`src/rtl/req_arbiter_if.sv`:
```
// req_arbiter_if: request, NoC handshake and ack bundle for req_arbiter.
interface req_arbiter_if #(
   parameter int NUM_FSM  = 4,
   parameter int SRC_ID_W = 4
);
   logic [NUM_FSM-1:0]  req_valid;
   logic [NUM_FSM-1:0]  req_is_mem;
   logic                ser_busy;
   logic                noc_ready;
   logic                ack_in;
   logic [SRC_ID_W-1:0] ack_src_id;
   logic [NUM_FSM-1:0]  arb_won;
   logic [NUM_FSM-1:0]  ack_out;
   logic                noc_valid;
   logic [SRC_ID_W-1:0] noc_src_id;
   logic                noc_is_mem;
   logic                busy;
   logic                err_bad_ack;
   logic                err_timeout;
   modport slave (
      input  req_valid, req_is_mem, ser_busy, noc_ready, ack_in, ack_src_id,
      output arb_won, ack_out, noc_valid, noc_src_id, noc_is_mem, busy, err_bad_ack, err_timeout
   );
   modport master (
      output req_valid, req_is_mem, ser_busy, noc_ready, ack_in, ack_src_id,
      input  arb_won, ack_out, noc_valid, noc_src_id, noc_is_mem, busy, err_bad_ack, err_timeout
   );
endinterface

```
`src/rtl/req_arbiter.sv`:
```
// req_arbiter: round-robin arbiter putting one of NUM_FSM request FSMs on a shared NoC port.
// Define REQ_ARB_TIMEOUT_EN to abort WAIT_ACK after TIMEOUT_CYCLES cycles without an ack.
module req_arbiter #(
   parameter int NUM_FSM        = 4,
   parameter int SRC_ID_W       = 4,
   parameter int TIMEOUT_CYCLES = 255
) (
   input logic          clk,
   input logic          rst_n,
   req_arbiter_if.slave bus
);
   localparam int PTR_W = (NUM_FSM > 1) ? $clog2(NUM_FSM) : 1;
   typedef enum logic [1:0] {IDLE, ISSUE, WAIT_ACK} state_t;
   state_t             r_state, w_state_nxt;
   logic [PTR_W-1:0]   r_rr_ptr, w_rr_ptr_nxt, r_sel, w_sel_nxt, w_pick, w_idx, w_sel_inc;
   logic               w_found, w_ack_match;
   logic               r_noc_valid, w_noc_valid_nxt, r_is_mem, w_is_mem_nxt;
   logic [NUM_FSM-1:0] r_arb_won, w_arb_won_nxt, r_ack_out, w_ack_out_nxt;
   logic               r_err_bad_ack, w_err_bad_ack_nxt;
`ifdef REQ_ARB_TIMEOUT_EN
   localparam int CNT_W = $clog2(TIMEOUT_CYCLES + 1);
   logic [CNT_W-1:0]   r_cnt, w_cnt_nxt;
   logic               r_err_timeout, w_err_timeout_nxt;
`endif
   // first requester at or above rr_ptr, wrapping
   always_comb begin
      w_found = 1'b0;
      w_pick  = '0;
      w_idx   = '0;
      for (int k = 0; k < NUM_FSM; k++) begin
         w_idx = PTR_W'((int'(r_rr_ptr) + k) % NUM_FSM);
         if (!w_found && bus.req_valid[w_idx]) begin
            w_found = 1'b1;
            w_pick  = w_idx;
         end
      end
   end
   assign w_sel_inc   = (r_sel == PTR_W'(NUM_FSM - 1)) ? '0 : r_sel + 1'b1;
   assign w_ack_match = bus.ack_in && (bus.ack_src_id == SRC_ID_W'(r_sel));
   always_comb begin
      w_state_nxt       = r_state;
      w_rr_ptr_nxt      = r_rr_ptr;
      w_sel_nxt         = r_sel;
      w_is_mem_nxt      = r_is_mem;
      w_noc_valid_nxt   = r_noc_valid;
      w_arb_won_nxt     = '0;
      w_ack_out_nxt     = '0;
      w_err_bad_ack_nxt = r_err_bad_ack | (bus.ack_in & ~((r_state == WAIT_ACK) & w_ack_match));
`ifdef REQ_ARB_TIMEOUT_EN
      w_cnt_nxt         = r_cnt;
      w_err_timeout_nxt = r_err_timeout;
`endif
      unique case (r_state)
         IDLE:
            if (w_found && !bus.ser_busy) begin
               w_state_nxt     = ISSUE;
               w_sel_nxt       = w_pick;
               w_is_mem_nxt    = bus.req_is_mem[w_pick];
               w_noc_valid_nxt = 1'b1;
               w_arb_won_nxt   = NUM_FSM'(1) << w_pick;
            end
         ISSUE:
            if (bus.noc_ready) begin
               w_state_nxt     = WAIT_ACK;
               w_noc_valid_nxt = 1'b0;
`ifdef REQ_ARB_TIMEOUT_EN
               w_cnt_nxt       = '0;
`endif
            end
         WAIT_ACK:
            if (w_ack_match) begin
               w_state_nxt   = IDLE;
               w_ack_out_nxt = NUM_FSM'(1) << r_sel;
               w_rr_ptr_nxt  = w_sel_inc;
            end
`ifdef REQ_ARB_TIMEOUT_EN
            else if (r_cnt == CNT_W'(TIMEOUT_CYCLES - 1)) begin
               w_state_nxt       = IDLE;
               w_err_timeout_nxt = 1'b1;
               w_rr_ptr_nxt      = w_sel_inc;
            end else begin
               w_cnt_nxt = r_cnt + 1'b1;
            end
`endif
         default: w_state_nxt = IDLE;
      endcase
   end
   always_ff @(posedge clk or negedge rst_n) begin
      if (!rst_n) begin
         r_state       <= IDLE;
         r_rr_ptr      <= '0;
         r_sel         <= '0;
         r_is_mem      <= 1'b0;
         r_noc_valid   <= 1'b0;
         r_arb_won     <= '0;
         r_ack_out     <= '0;
         r_err_bad_ack <= 1'b0;
`ifdef REQ_ARB_TIMEOUT_EN
         r_cnt         <= '0;
         r_err_timeout <= 1'b0;
`endif
      end else begin
         r_state       <= w_state_nxt;
         r_rr_ptr      <= w_rr_ptr_nxt;
         r_sel         <= w_sel_nxt;
         r_is_mem      <= w_is_mem_nxt;
         r_noc_valid   <= w_noc_valid_nxt;
         r_arb_won     <= w_arb_won_nxt;
         r_ack_out     <= w_ack_out_nxt;
         r_err_bad_ack <= w_err_bad_ack_nxt;
`ifdef REQ_ARB_TIMEOUT_EN
         r_cnt         <= w_cnt_nxt;
         r_err_timeout <= w_err_timeout_nxt;
`endif
      end
   end
   assign bus.arb_won     = r_arb_won;
   assign bus.ack_out     = r_ack_out;
   assign bus.noc_valid   = r_noc_valid;
   assign bus.noc_src_id  = SRC_ID_W'(r_sel);
   assign bus.noc_is_mem  = r_is_mem;
   assign bus.busy        = (r_state != IDLE);
   assign bus.err_bad_ack = r_err_bad_ack;
`ifdef REQ_ARB_TIMEOUT_EN
   assign bus.err_timeout = r_err_timeout;
`else
   assign bus.err_timeout = 1'b0 && (TIMEOUT_CYCLES != 0);
`endif
endmodule
```
`src/flat_wrapper.sv`:
```
// flat-port wrapper written by rule: the top's interface ports become plain ports
module req_arbiter_flat 
#(
   parameter int NUM_FSM        = 4,
   parameter int SRC_ID_W       = 4,
   parameter int TIMEOUT_CYCLES = 255
)
  (clk, rst_n, bus_req_valid, bus_req_is_mem, bus_ser_busy, bus_noc_ready, bus_ack_in, bus_ack_src_id, bus_arb_won, bus_ack_out, bus_noc_valid, bus_noc_src_id, bus_noc_is_mem, bus_busy, bus_err_bad_ack, bus_err_timeout);
  req_arbiter_if #(.NUM_FSM(NUM_FSM), .SRC_ID_W(SRC_ID_W)) bus_i ();
  input logic clk;
  input logic rst_n;
  input wire logic [$bits(bus_i.req_valid)-1:0] bus_req_valid;
  input wire logic [$bits(bus_i.req_is_mem)-1:0] bus_req_is_mem;
  input wire logic [$bits(bus_i.ser_busy)-1:0] bus_ser_busy;
  input wire logic [$bits(bus_i.noc_ready)-1:0] bus_noc_ready;
  input wire logic [$bits(bus_i.ack_in)-1:0] bus_ack_in;
  input wire logic [$bits(bus_i.ack_src_id)-1:0] bus_ack_src_id;
  output wire logic [$bits(bus_i.arb_won)-1:0] bus_arb_won;
  output wire logic [$bits(bus_i.ack_out)-1:0] bus_ack_out;
  output wire logic [$bits(bus_i.noc_valid)-1:0] bus_noc_valid;
  output wire logic [$bits(bus_i.noc_src_id)-1:0] bus_noc_src_id;
  output wire logic [$bits(bus_i.noc_is_mem)-1:0] bus_noc_is_mem;
  output wire logic [$bits(bus_i.busy)-1:0] bus_busy;
  output wire logic [$bits(bus_i.err_bad_ack)-1:0] bus_err_bad_ack;
  output wire logic [$bits(bus_i.err_timeout)-1:0] bus_err_timeout;
  assign bus_i.req_valid = bus_req_valid;
  assign bus_i.req_is_mem = bus_req_is_mem;
  assign bus_i.ser_busy = bus_ser_busy;
  assign bus_i.noc_ready = bus_noc_ready;
  assign bus_i.ack_in = bus_ack_in;
  assign bus_i.ack_src_id = bus_ack_src_id;
  assign bus_arb_won = bus_i.arb_won;
  assign bus_ack_out = bus_i.ack_out;
  assign bus_noc_valid = bus_i.noc_valid;
  assign bus_noc_src_id = bus_i.noc_src_id;
  assign bus_noc_is_mem = bus_i.noc_is_mem;
  assign bus_busy = bus_i.busy;
  assign bus_err_bad_ack = bus_i.err_bad_ack;
  assign bus_err_timeout = bus_i.err_timeout;
  req_arbiter #(.NUM_FSM(NUM_FSM), .SRC_ID_W(SRC_ID_W), .TIMEOUT_CYCLES(TIMEOUT_CYCLES)) u_core (.clk(clk), .rst_n(rst_n), .bus(bus_i));
endmodule
```
`config.mk`:
```
export PLATFORM = sky130hd
export DESIGN_NAME = req_arbiter_flat
export DESIGN_NICKNAME = d
export VERILOG_FILES = /design/src/rtl/req_arbiter_if.sv /design/src/rtl/req_arbiter.sv /design/src/flat_wrapper.sv
export SDC_FILE = /design/constraint.sdc
export NUM_CORES = 1
export LEC_CHECK = 0
export ABC_AREA = 1
export CAP_MARGIN = 10
export CORE_UTILIZATION = 35
export CTS_CLUSTER_SIZE = 24
export DETAILED_ROUTE_END_ITERATION = 10
export PLACE_DENSITY = 0.64
export SLEW_MARGIN = 20
export SYNTH_ARGS = -nofsm -noshare
export SYNTH_HDL_FRONTEND = slang
export SYNTH_SLANG_ARGS = --single-unit
```
`constraint.sdc`:
```
create_clock -name clk -period 1.9 [get_ports clk]
set_input_delay 0.19 -clock clk [delete_from_list [all_inputs] [get_ports clk]]
set_output_delay 0.19 -clock clk [all_outputs]
set_load 0.05 [all_outputs]
```
==> results of run 1 <==
Yosys cell counts:
cell,instances
a21oi_1,1
buf_4,3
buf_6,1
conb_1,1
dfrtp_1,17
ha_1,4
inv_1,20
inv_2,2
nand2_1,44
nand2_2,8
nand3_1,13
nand3_2,1
nand4_1,1
nor2_1,14
nor2_4,2
nor4_1,1
o21ai_0,5
o21ai_2,1
o21bai_1,1
o21bai_2,1
o31ai_1,1
xnor2_1,2
cells by family after synthesis:
logic type	count (synthesis)
AND/OR/NAND/NOR	84
buffers and inverters	26
flip-flops	17
AO/OA/AOI/OAI	10
adder cells (fa/ha/maj)	4
XOR/XNOR	2
other	1
worst register-to-register path, cell delays in order (launching register included):
cell and delay [ps]:
dfrtp_1 400, buf_4 180, nand2_1 70, nand2_1 90, nand2_1 120, nand2_2 70
nor2_4 120, nand3_2 80, nand2_2 100, nand2_2 80, nand2_1 70, nand3_1 60
nand2_1 70, nand2_1 50, nand2_1 70
registers in the layout, summed over array words and instances (netlist names):
| register | cells |
|---|---|
| u_core.bus.err_bad_ack | 1 |
| u_core.r_state | 2 |
| u_core.bus.ack_out | 4 |
| u_core.bus.noc_is_mem | 1 |
| u_core.bus.noc_valid | 1 |
| u_core.r_rr_ptr | 2 |
| u_core.bus.arb_won | 4 |
| u_core.r_sel | 2 |
report_power, final:
part	internal (uW)	switching [uW]
Sequential	466	85.7
Clock	81.4	99.1
Combinational	460	947
Total	1010	1130
path summary, 6_finish.rpt:
check	endpoint	slack [ps]	cells after the start
min in group clk	u_core.bus.err_bad_ack	480	3
worst min-delay path	u_core.bus.err_bad_ack	220	2
worst min register to register	u_core.bus.err_bad_ack	490	1
worst max register to register	u_core.bus.noc_is_mem	210	14
max in group asynchronous	u_core.r_state[1]	1500	2
worst max-delay path	bus_noc_src_id[0]	160	1
per-stage QoR:
stage               instances  worst slack (ps)
floorplan                 146               276
global placement          206               122
detailed placement        206               101
CTS                       210               141
global route              210              13.8
finish                    210               156
metal layers:
metal  vias up  wire length (um)
met1       432              1010
met2        19              1010
met5         -                 0
met3         2                99
li1        505                 -
met4         0                21
layout make-up:
class	instances	area (um^2)
tap	31	38.8
fill	297	1390
clock buffer	4	26.3
multi-input combinational	103	522
inverter	22	82.6
sequential	17	425
timing repair buffer	33	320
==> impl_metrics.ini, run 1 <==
[route]
drt-wirelength-per-cell_um = 10.2
drt_iter0_drc = 29
vias_per_cell = 4.56
drc = 2
vias = 958
drtAntennaViolNets = 0
first_pass_iters = 7
finalWirelength_um = 2140

[place]
portBuffers = 30
place_congestion = 0.930
dp.final_hpwl_um = 1720
place_area_um2 = 1390

[timing]
worstMarginPinSlew_ps = 501
hold_violations = 0
slew_violations = 0
skew_ps = 1.44
period_share_pct = 91.8
grt_setup_unrepaired = false
tns_ps = 0
setup_viol_count_final = 0
fmaxAchievable_mhz = 574
finalCriticalPeriod_ps = 1740
slew_headroom_pct = 66.5
holdWs_ps = 221

[floorplanning]
die-area_um2 = 3240
row_count = 19
io_pins = 34
die_h_um = 56.9
coreArea_um2 = 2810
die_w_um = 56.9
start_util_pct = 37.6

[cts]
cts.reportedPaths.clkPinSlew_ps = 90
cts_buffers = 3
cts_tree = built
clk_latency_ps = 280
ctsHoldBuffers = 0
cts_setup_buffers = 0
root_buffer = clkbuf_4
clockBufferDepth = 2
cts_sinks = 17
htreeDepth = 1
cts_resized = 0

[logic_synthesis]
synthMuxAreaShare_pct = 0
seq_area_frac_synth_pct = 40.3
syn_avg_cell_area_um2 = 7.33
yosys.area.top_type_share_pct = 40.3
synth_compound_area_share_pct = 6.16
synth_top_family_by_area = simple AND/OR/NAND/NOR gates
syn_inst = 144
synth_cell_types = 22
ys_seq_elements = 17
synth-simple-area-share_pct = 35.8
yosysTopAreaCell = dfrtp_1
synth_warnings = 0
synth_xor_area_share_pct = 1.66
synth-adder-area-share_pct = 4.74
synth_area_um2 = 1060
synthTopCellsByArea = dfrtp_1 (40%), nand2_1 (16%), inv_1 (7.1%)

[critical_path]
critPathLaunchType = flip-flop
cp_slowest_cell = clkdlybuf4s50_1
cp_max_fo = 5
endpoint_kind = output pin
crit_chain = clkdlybuf4s50_1
max_stage_delay_ps = 830
crit_buf_inv = 1
cp_top_family = buffers and inverters
worst_ep_arrival_time_ps = 1550
critical_path_required_ps = 1710
path_class = flip-flop to output pin
regToRegStartpoint = u_core.r_rr_ptr[0]
critPathLaunch = u_core.r_sel[0]

[global_route]
grtUsageMet2_pct = 24.4
grt_max_degree = 18
grt.busiest_layer = met2
grt_first_pass_wirelength_um = 3830
grt-ovfl-total = 0
grt_pass1_vias = 905
met1_usage_pct = 19.1
grtUsageMet3_pct = 3.85
antenna_found_initial = 0
groute.usage.overall_pct = 14.7

[final_layout]
diodes = 0
final_cell_area_um2 = 1420
utilization_pct = 50.4
area_growth_pct = 34.0
drive_gt1_share_pct = 12.3
final_common_cell = nand2_1
final_nets = 201
mostFrequentLayoutCells = nand2_1 (44), clkdlybuf4s50_1 (29), inv_1 (20), dfrtp_1 (17), nor2_1 (14)

[min_path]
min_path_type = input port to async pin

[power]
design_power_total_uw = 2140
p_leak_uw = 0.000730
power_density_nw_per_um2 = 1510
vdd_drop_max_uv = 848

[status]
status = finished, violations left
violations = DRC

[flow_run]
drv_cap = 0
No activity file was read; power rests on OpenSTA's default activity.
==> run 2, diff against run 1 <==
--- a/config.mk
+++ b/config.mk
@@ -7,10 +7,12 @@
 export LEC_CHECK = 0
 export ABC_AREA = 1
 export CAP_MARGIN = 10
+export CORE_MARGIN = 5
 export CORE_UTILIZATION = 35
 export CTS_CLUSTER_SIZE = 24
 export DETAILED_ROUTE_END_ITERATION = 10
 export PLACE_DENSITY = 0.64
+export SETUP_SLACK_MARGIN = 0.02
 export SLEW_MARGIN = 20
 export SYNTH_ARGS = -nofsm -noshare
 export SYNTH_HDL_FRONTEND = slang
==> impl_metrics.ini, run 2 (synthesis results as in run 1) <==
[floorplanning]
die_w_um = 64.9
io_pins = 34
die-area_um2 = 4220
start_util_pct = 35.5
coreArea_um2 = 2980
row_count = 20
die_h_um = 64.9

[power]
p_sw_share_pct = 52.9
p_leak_uw = 0.000729
comb_power_share_pct = 64.8
pwr-share-clk_pct = 8.6
power_density_nw_per_um2 = 1510
vdd_drop_max_uv = 655
p_seq_share_pct = 26.6
p_int_uw = 1010
p_sw_uw = 1130
design_power_total_uw = 2140

[cts]
htreeDepth = 1
clockBufferDepth = 2
cts_sinks = 17
cts.reportedPaths.clkPinSlew_ps = 100
clk_latency_ps = 280
ctsHoldBuffers = 0
cts_tree = built
cts_buffers = 3
root_buffer = clkbuf_4

[timing]
setup_viol_count_final = 0
period_share_pct = 93.1
worstMarginPinSlew_ps = 507
hold_violations = 0
tns_ps = 0
grt_setup_unrepaired = false
slew_headroom_pct = 66.1
fmaxAchievable_mhz = 565
skew_ps = 10.2
finalCriticalPeriod_ps = 1770
slew_violations = 0

[place]
dp.final_hpwl_um = 1860
portBuffers = 30
place_congestion = 0.785

[route]
vias_per_cell = 4.52
finalWirelength_um = 2240
drt_iter0_drc = 21
drc = 0
drt-wirelength-per-cell_um = 10.6
drtAntennaViolNets = 0
vias = 959
first_pass_iters = 4

[critical_path]
endpoint_kind = output pin
cp_max_fo = 5
cp_slowest_cell = clkdlybuf4s50_1
cp_top_family = buffers and inverters
regToRegStartpoint = u_core.r_rr_ptr[0]
critical_path_required_ps = 1710
crit_chain = clkdlybuf4s50_1
critPathLaunchType = flip-flop
reg2reg_slack_ps = 210
crit_buf_inv = 1
max_stage_delay_ps = 840
worstReg2RegEnd = u_core.bus.noc_is_mem
r2r.worst_path.cells = 13
path_class = flip-flop to output pin
worst_ep_arrival_time_ps = 1580

[global_route]
grt-ovfl-total = 0
grt_first_pass_wirelength_um = 3820
grt_pass1_vias = 920
groute.usage.overall_pct = 11.4
antenna_found_initial = 0
grt_max_degree = 18

[flow_run]
drv_cap = 0

[final_layout]
final_common_cell = nand2_1
final_nets = 201
diodes = 0
area_growth_pct = 34.6
drive_gt1_share_pct = 12.8
mostFrequentLayoutCells = nand2_1 (44), clkdlybuf4s50_1 (29), inv_1 (20), dfrtp_1 (16), nor2_1 (14)

[status]
status = completed

[min_path]
min_path_type = input port to async pin
==> run 2: worst register-to-register path, stage by stage, from the launching register on <==
cell and delay, ps:
dfrtp_2 480, buf_4 180, nand2_2 70, nand3_1 110, nand2_2 130, nor2_1 60
nor2_1 110, nand2_2 100, nand2_2 90, nand2_1 60, nand3_1 70, nand2_1 60
nand2_1 60, nand2_1 50
==> run 2: how the worst max path moves through the flow <==
stage | from | endpoint | slack [ps] | depth (start not counted)
after floorplan | u_core.r_sel[1] | u_core.r_rr_ptr[0] | 280 | 7
after global placement | bus_req_valid[2] | u_core.bus.noc_is_mem | 130 | 14
after detailed placement | bus_req_valid[2] | u_core.bus.noc_is_mem | 110 | 14
after CTS | u_core.r_sel[0] | bus_noc_src_id[0] | 110 | 1
after global routing | u_core.r_rr_ptr[0] | u_core.bus.noc_is_mem | 20 | 13
final | u_core.r_sel[0] | bus_noc_src_id[0] | 130 | 1
==> run 2: area by class of cell <==
| class | count | area, um^2 |
|---|---|---|
| clock buffer | 4 | 26.3 |
| fill | 297 | 1560 |
| inverter | 22 | 85.1 |
| multi-input combinational | 103 | 522 |
| sequential | 17 | 427 |
| tap | 33 | 41.3 |
| timing repair buffer | 33 | 320 |
==> run 2: what timing repair did <==
| action | CTS | global route |
|---|---|---|
| endpoints found under the setup margin | 0 | 3 |
| resized for setup | 0 | 2 |
| buffers inserted | 0 | 0 |
==> run 2: power by group through the flow <==
stage | Clock (uW) | Sequential (uW) | Combinational (uW)
3_3_place_gp | 0 | 570 | 1370
4_1_cts | 194 | 567 | 1400
6_report | 184 | 570 | 1390
3_5_place_dp | 0 | 573 | 1390
2_1_floorplan | 0 | 783 | 828
5_1_grt | 212 | 592 | 1530
==> run 2: per-stage QoR <==
stage          setup WS, ps  utilization, %  cells  hold WS, ps  instance area (um^2)
3_3_place_gp            129            46.7    208          465                  1390
2_1_floorplan           276               -    146         -106                  1060
3_5_place_dp            110            46.7    208          464                  1390
5_1_grt                23.3            47.7    212          216                  1420
4_1_cts                 111            47.6    212          224                  1420
6_report                131            47.7    212          220                  1420
==> run 2: per-layer routing <==
layer	vias up	wire length [um]	track usage [%]
met4	0	10	3.17
li1	508	-	-
met1	428	1030	13.5
met2	21	1110	19.4
met5	-	0	0
met3	2	80	3.99
